===== src/rtl/dmem_access_ctrl.sv =====
// dmem_access_ctrl: LSU/DMA request controller driving one word-wide RAM port, with read-modify-write for sub-word stores
module dmem_access_ctrl #(
  parameter int MEM_AW = 23
) (
  input  logic              clock,
  input  logic              reset,
  input  logic              req_valid,
  output logic              req_ready,
  input  logic              req_we,
  input  logic [1:0]        req_size,
  input  logic              req_unsigned,
  input  logic [31:0]       req_addr,
  input  logic [31:0]       req_wdata,
  output logic              rsp_valid,
  output logic [31:0]       rsp_rdata,
  output logic              rsp_err,
  output logic [MEM_AW-1:0] mem_addr,
  output logic              mem_wr_en,
  output logic [31:0]       mem_wdata,
  input  logic [31:0]       mem_rdata
);
  typedef enum logic [2:0] {IDLE, RD, CAP, WR, RESP} state_t;
  state_t state;
  logic we, uns, err;
  logic [1:0] size, lane;
  logic [31:0] wdata, ld_data, mask, merged;
  logic [15:0] half;
  logic [7:0] bval;
  assign req_ready = reset && state == IDLE;
  always_comb begin
    err = req_size == 2'b11 || (req_size == 2'b01 && req_addr[0]) ||
          (req_size == 2'b10 && req_addr[1:0] != 2'b00) || (req_addr >> (MEM_AW + 2)) != 32'd0;
    bval = 8'(mem_rdata >> {lane, 3'b000});
    half = lane[1] ? mem_rdata[31:16] : mem_rdata[15:0];
    ld_data = size == 2'b00 ? {{24{~uns & bval[7]}}, bval} :
              size == 2'b01 ? {{16{~uns & half[15]}}, half} : mem_rdata;
    mask = size == 2'b00 ? 32'hFF << {lane, 3'b000} : 32'hFFFF << {lane[1], 4'b0000};
    merged = (mem_rdata & ~mask) | ((size == 2'b00 ? {4{wdata[7:0]}} : {2{wdata[15:0]}}) & mask);
  end
  always_ff @(posedge clock) begin
    if (!reset) begin
      state <= IDLE;
      mem_addr <= '0;
      mem_wr_en <= 1'b0;
      mem_wdata <= '0;
      rsp_valid <= 1'b0;
      rsp_rdata <= '0;
      rsp_err <= 1'b0;
      we <= 1'b0;
      uns <= 1'b0;
      size <= '0;
      lane <= '0;
      wdata <= '0;
    end else begin
      case (state)
        IDLE: if (req_valid) begin
          we <= req_we;
          size <= req_size;
          uns <= req_unsigned;
          lane <= req_addr[1:0];
          wdata <= req_wdata;
          rsp_rdata <= '0;
          rsp_err <= err;
          if (err) begin
            rsp_valid <= 1'b1;
            state <= RESP;
          end else begin
            // full-word stores skip the read; everything else reads first
            mem_addr <= req_addr[MEM_AW+1:2];
            mem_wdata <= req_wdata;
            mem_wr_en <= req_we && req_size == 2'b10;
            state <= req_we && req_size == 2'b10 ? WR : RD;
          end
        end
        RD: state <= CAP;
        CAP: if (we) begin
          mem_wdata <= merged;
          mem_wr_en <= 1'b1;
          state <= WR;
        end else begin
          rsp_rdata <= ld_data;
          rsp_valid <= 1'b1;
          state <= RESP;
        end
        WR: begin
          mem_wr_en <= 1'b0;
          rsp_valid <= 1'b1;
          state <= RESP;
        end
        RESP: begin
          rsp_valid <= 1'b0;
          state <= IDLE;
        end
        default: state <= IDLE;
      endcase
    end
  end
endmodule


===== config.mk =====
export PLATFORM = sky130hd
export DESIGN_NAME = dmem_access_ctrl
export DESIGN_NICKNAME = d
export VERILOG_FILES = /design/src/rtl/dmem_access_ctrl.sv
export SDC_FILE = /design/constraint.sdc
export NUM_CORES = 1
export LEC_CHECK = 0
export CAP_MARGIN = 30
export CORE_MARGIN = 2
export CORE_UTILIZATION = 51
export CTS_BUF_LIST = sky130_fd_sc_hd__clkbuf_4
export CTS_CLUSTER_DIAMETER = 200
export DETAILED_ROUTE_END_ITERATION = 6
export PLACE_DENSITY = 0.88
export SLEW_MARGIN = 0
export SYNTH_ARGS = -nofsm -noshare
export SYNTH_HDL_FRONTEND = slang
export SYNTH_SLANG_ARGS = --single-unit

===== constraint.sdc =====
create_clock -name clock -period 3 [get_ports clock]
set_input_delay 0.45 -clock clock [delete_from_list [all_inputs] [get_ports clock]]
set_output_delay 0.45 -clock clock [all_outputs]
set_load 0.01 [all_outputs]

# Yosys cells after proc, flatten, opt, wreduce, memory -nomap -nowiden
# Cells that the tools add are included.
# W data, S select, Z words.
[op_classes] bitwise_logic=8 eq_ne=13 n_reduce_logical=20 mux=25 shifts=3
[ops] operator="$mux W32" n=9
[ops] operator="$pmux W32 S2" n=2
[ops] operator="$and A32 B32 Y32" n=2
[ops] operator="$not A32 Y32" n=1
[ops] operator="$or A32 B32 Y32" n=1
[ops] operator="$reduce_bool A32 Y1" n=1
[ops] operator="$shl A16 B5 Y32 const A" n=1
[ops] operator="$shl A8 B5 Y32 const A" n=1
[ops] operator="$shr A32 B5 Y8" n=1
[ops] operator="$mux W16" n=1
[ops] operator="$pmux W3 S4" n=1
[ops] operator="$reduce_and A4 Y1" n=3
[ops] operator="$ne A2 B2 Y1 const B" n=5
[ops] operator="$mux W3" n=3
[ops] operator="$eq A3 B2 Y1 const B" n=2
[ops] operator="$mux W1" n=6
[ops] operator="$reduce_and A3 Y1" n=2
[ops] operator="$eq A2 B1 Y1 const B" n=2
[ops] operator="$eq A2 B2 Y1 const B" n=2
[ops] operator="$logic_and A1 B1 Y1" n=4
[ops] operator="$pmux W1 S4" n=1
[ops] operator="$reduce_bool A2 Y1" n=2
[ops] operator="$reduce_bool A4 Y1" n=1
[ops] operator="$eq A3 B1 Y1 const B" n=1
[ops] operator="other kinds (10)" n=14
[word_totals] regBits=115 in_bits=103

# Depth between registers and ports, before layout
[logic_depth] word_depth=8 depth_mapped=7 depth_no_buf=4

# Worst setup path before layout
# OpenSTA, ideal clock, no wires.
[synth_timing] path_type="input port to flip-flop" startpoint="in req_addr[27]" endpoint="reg mem_wdata[10]" setup_slack_ns=1.097 arrival_time_ns=1.767 required_ns=2.864 n_path_buf=1 stages=5 setup_time_ns=0.136 cell_sequence="nor4_1 -> o211ai_1 -> a21boi_1 -> clkbuf_1 -> a31oi_1"
[synth_via] elab_chain_cells=4
[synth_rtl] item="from (decl)" line="12" source="input logic [31:0] req_addr,"
[synth_rtl] item="$reduce_bool A32 Y1" line="32" source="(req_size == 2'b10 && req_addr[1:0] != 2'b00) || (req_addr >> (MEM_AW + 2)) != 32'd0;"
[synth_rtl] item="$logic_or A1 B1 Y1" line="32"
[synth_rtl] item="$ne A2 B2 Y1 (no line)"
[synth_rtl] item="$reduce_and A4 Y1 (no line)"
[synth_rtl] item="to (signal assigned)" line="70" source="mem_wdata <= req_wdata;"
[synth_rtl] item="to (signal assigned)" line="77" source="mem_wdata <= merged;"
[synth_rtl] item="to (decl)" line="19" source="output logic [31:0] mem_wdata,"
# No other way between the ends.
# A chain may end at the register's enable or synchronous reset.

# Worst setup path after layout
[layout_timing] startpoint="reg state[1]" endpoint="reg rsp_rdata[24]"
[layout_via] elab_chain_cells=3
[layout_rtl] item="from (decl)" line="23" source="state_t state;"
[layout_rtl] item="from (signal assigned)" line="72" source="state <= req_we && req_size == 2'b10 ? WR : RD;"
[layout_rtl] item="$eq A3 B2 Y1 / $logic_not A3 Y1 (equally long branches)" line="55" source="case (state)"
[layout_rtl] item="$ne A2 B2 Y1 (no line) / $reduce_bool A2 Y1 (equally long branches)"
[layout_rtl] item="$reduce_and A3 Y1 (no line)"
[layout_rtl] item="to (signal assigned)" line="81" source="rsp_rdata <= ld_data;"
[layout_rtl] item="to (decl)" line="15" source="output logic [31:0] rsp_rdata,"
# Several ways; a longest one is shown, not always the timed one.

==> metrics <==
outcome finished, final reports clean; Clock Skews 0.0176 ns; RSZ-0062 raised after global routing false; Post CTS Setup Buffer Count 0; DRC viols 0; gpl congestion 0.879; post-DP HPWL 14000 µm; Inst Count DP 981; Setup crit start kind flop; die extent in y 110 µm; Synth async-reset ratio 0; worst slew pin tran 0.707 ns; Synth area leader dfxtp_1; Post-synth EDFFs 0; Netlist cell types 46; main combinational cell family by area after synthesis compound AO/OA/AOI/OAI gates; fillers 811; critical path data arrival time 2.97 ns; setup TNS 0 ns; global-route wire length before repair 30900 µm; Post-Layout Inst Area 0.00805 mm²; P per Cell Area 413 mW/mm²; fraction of layout cells with a size suffix above 1 0.0916; Pins Over Slew Limit 0; WL final 19200 µm; vias in the first global route 6055; per-cell routed wire length 18.9 µm; Post-Synth XOR/XNOR Area 0; vias 6243; ant diodes 0; Final min period 2.49 ns; Mapped Cells 697; simple-gate area share of the yosys netlist 0.184; post-cts gate resize count 0; FF/Latch Area 0.00230 mm²; Synth Cell Area 0.00578 mm²; CTS root buf clkbuf_4; grt ovf 0; final core utilization 0.736; Reg clk slew, reported paths 0.11 ns; Core Area 0.0109 mm²; Fin. Hold Viols 0; Post-DP Area 0.00777 mm²; dominant synthesized flop cell dfxtp_1; Synth Area in Adders 0; top-level I/O count 194; Pleak 2.92 nW; maximum clock path buffer count 2; drt pass-1 iters 5; Num Clock Sinks 115; Die Width 110 µm; total CTS buffers 17; Seq cells post-synth 115; Die Area 0.0122 mm²; initial antenna violation count 0; final period utilization 0.829; max cap viols 0; largest net degree at the start of global routing 51; CP Capture Type flop; hold buffers post-CTS 0; initial DRC count 518; fmax 0.402 GHz; yosys warns 0; post-route setup slack 0.514 ns; Via-to-Cell Ratio 6.16; Slew headroom 0.528; # nets final 963; IO buf count 193; area grow syn2layout 39.1%; Post-DRT Antenna Nets 0; Synthesized Nets 800; Mapped Avg Cell Area 8.30 µm²; # H-tree levels 4; Worst Hold Class in2reg; Setup violations, final 0; Synth Area in Compound Gates 0.300; Crit path required time 3.48 ns; Rows 38; area of the multi-input gates 0.00316 mm²; Max FO, Critical Path 17; Starting Density 0.529; Max IR drop VDD 243 µV; Layout Cells excl Fill 1013; Place WS 0.493 ns; post-synth top area share 0.398; WS Path Type reg2reg; leading post-synthesis cells by cell area dfxtp_1 (40%), nand2_1 (6.9%), o221ai_1 (5.0%), o21ai_0 (4.8%), a21oi_1 (4.5%); Clock Latency Late Sink 0.54 ns; Seq/Total Area, Yosys 0.398; mux cell area share after synthesis 0.0602; Total GRT Usage 0.308; TritonCTS clock tree yes
==> cell families after synthesis <==
| family | Yosys count |
|---|---|
| simple gates | 226 |
| flops | 115 |
| mux | 26 |
| buf+inv | 83 |
| compound gates | 247 |
==> cell type report <==
class	instances	area share
Clock buffer	18	0.0168
Multi-Input combinational cell	499	0.393
Clock inverter	14	0.0174
Tap cell	140	0.0218
Sequential cell	115	0.286
Inverter	14	0.00653
Timing Repair Buffer	213	0.259
==> flip-flops by register name (all words and copies together), names as in the netlist, 2 cells and up <==
| name | cells |
|---|---|
| size | 2 |
| rsp_rdata | 32 |
| mem_wdata | 32 |
| wdata | 16 |
| state | 3 |
| mem_addr | 23 |
| lane | 2 |
==> critical path: stages, from the launching register on <==
cell,delay [ns]
dfxtp_1,0.65
or3b_1,0.39
buf_4,0.21
a2111o_1,0.37
a221oi_4,0.58
a22o_1,0.23
==> worst paths after layout <==
kind	start	end	slack, ns	depth (start not counted)
worst min register to register	mem_addr[3]	mem_addr[3]	0.46	2
worst min-delay path	req_unsigned	uns	0.45	3
worst max-delay path	state[1]	rsp_rdata[24]	0.51	5
worst max register to register	state[1]	rsp_rdata[24]	0.51	5
==> per-stage QoR <==
stage	total power [mW]	hold WS [ns]
floorplan	1.94	0.433
global placement	2.22	0.441
global route	3.46	0.447
detailed placement	2.23	0.448
finish	3.32	0.452
CTS	3.32	0.437
==> report_power, final <==
part	total, mW	internal (mW)	switching [mW]
Sequential	1.61	1.57	0.0393
Combinational	0.600	0.291	0.309
Clock	1.12	0.494	0.621
Total	3.32	2.35	0.969
==> cells in the mapped netlist, types with 4 or more instances <==
cell type and instances:
dfxtp_1 115, nand2_1 106, o21ai_0 55, a21oi_1 52, clkbuf_1 48, nand3_1 40
nand2b_1 35, o221ai_1 33, a22o_1 24, mux2i_1 19, nor2_1 18, a31oi_1 16
a31o_2 15, inv_1 14, o22ai_1 14, buf_2 12, nor2b_1 11, a221o_1 7
a2bb2oi_1 7, buf_1 7, mux4_2 7, o2bb2ai_1 7, nor3_1 4
==> placed cells by master, fill, tap and decap left out, drive strengths merged, types with 3 or more instances in the layout <==
cell type / synthesis / final
o21ai: 55 / 55
nor2b: 11 / 11
clkinv: 0 / 6
and2: 3 / 3
a221o: 7 / 7
o2bb2ai: 7 / 7
buf: 21 / 20
nor3: 4 / 4
a2bb2oi: 7 / 7
dfxtp: 115 / 115
o22ai: 14 / 14
clkdlybuf4s50: 0 / 193
nor2: 18 / 18
a31oi: 16 / 16
nand3: 40 / 40
inv: 14 / 14
clkinvlp: 0 / 6
a221oi: 3 / 3
a21oi: 52 / 52
nand2b: 35 / 35
o221ai: 33 / 33
nand2: 106 / 106
nor3b: 3 / 3
mux4: 7 / 7
a22o: 24 / 24
clkbuf: 48 / 18
a31o: 16 / 16
mux2i: 19 / 19
==> metal layers <==
layer | up-vias | wire (µm) | GRT usage | share of wire
met3 | 60 | 2000 | 0.0752 | 0.10
met5 | - | 0 | 0 | 0
li1 | 2889 | - | - | -
met4 | 0 | 671 | 0.131 | 0.035
met2 | 386 | 8900 | 0.485 | 0.46
met1 | 2908 | 7600 | 0.403 | 0.40
No activity file was read; power rests on OpenSTA's default activity.
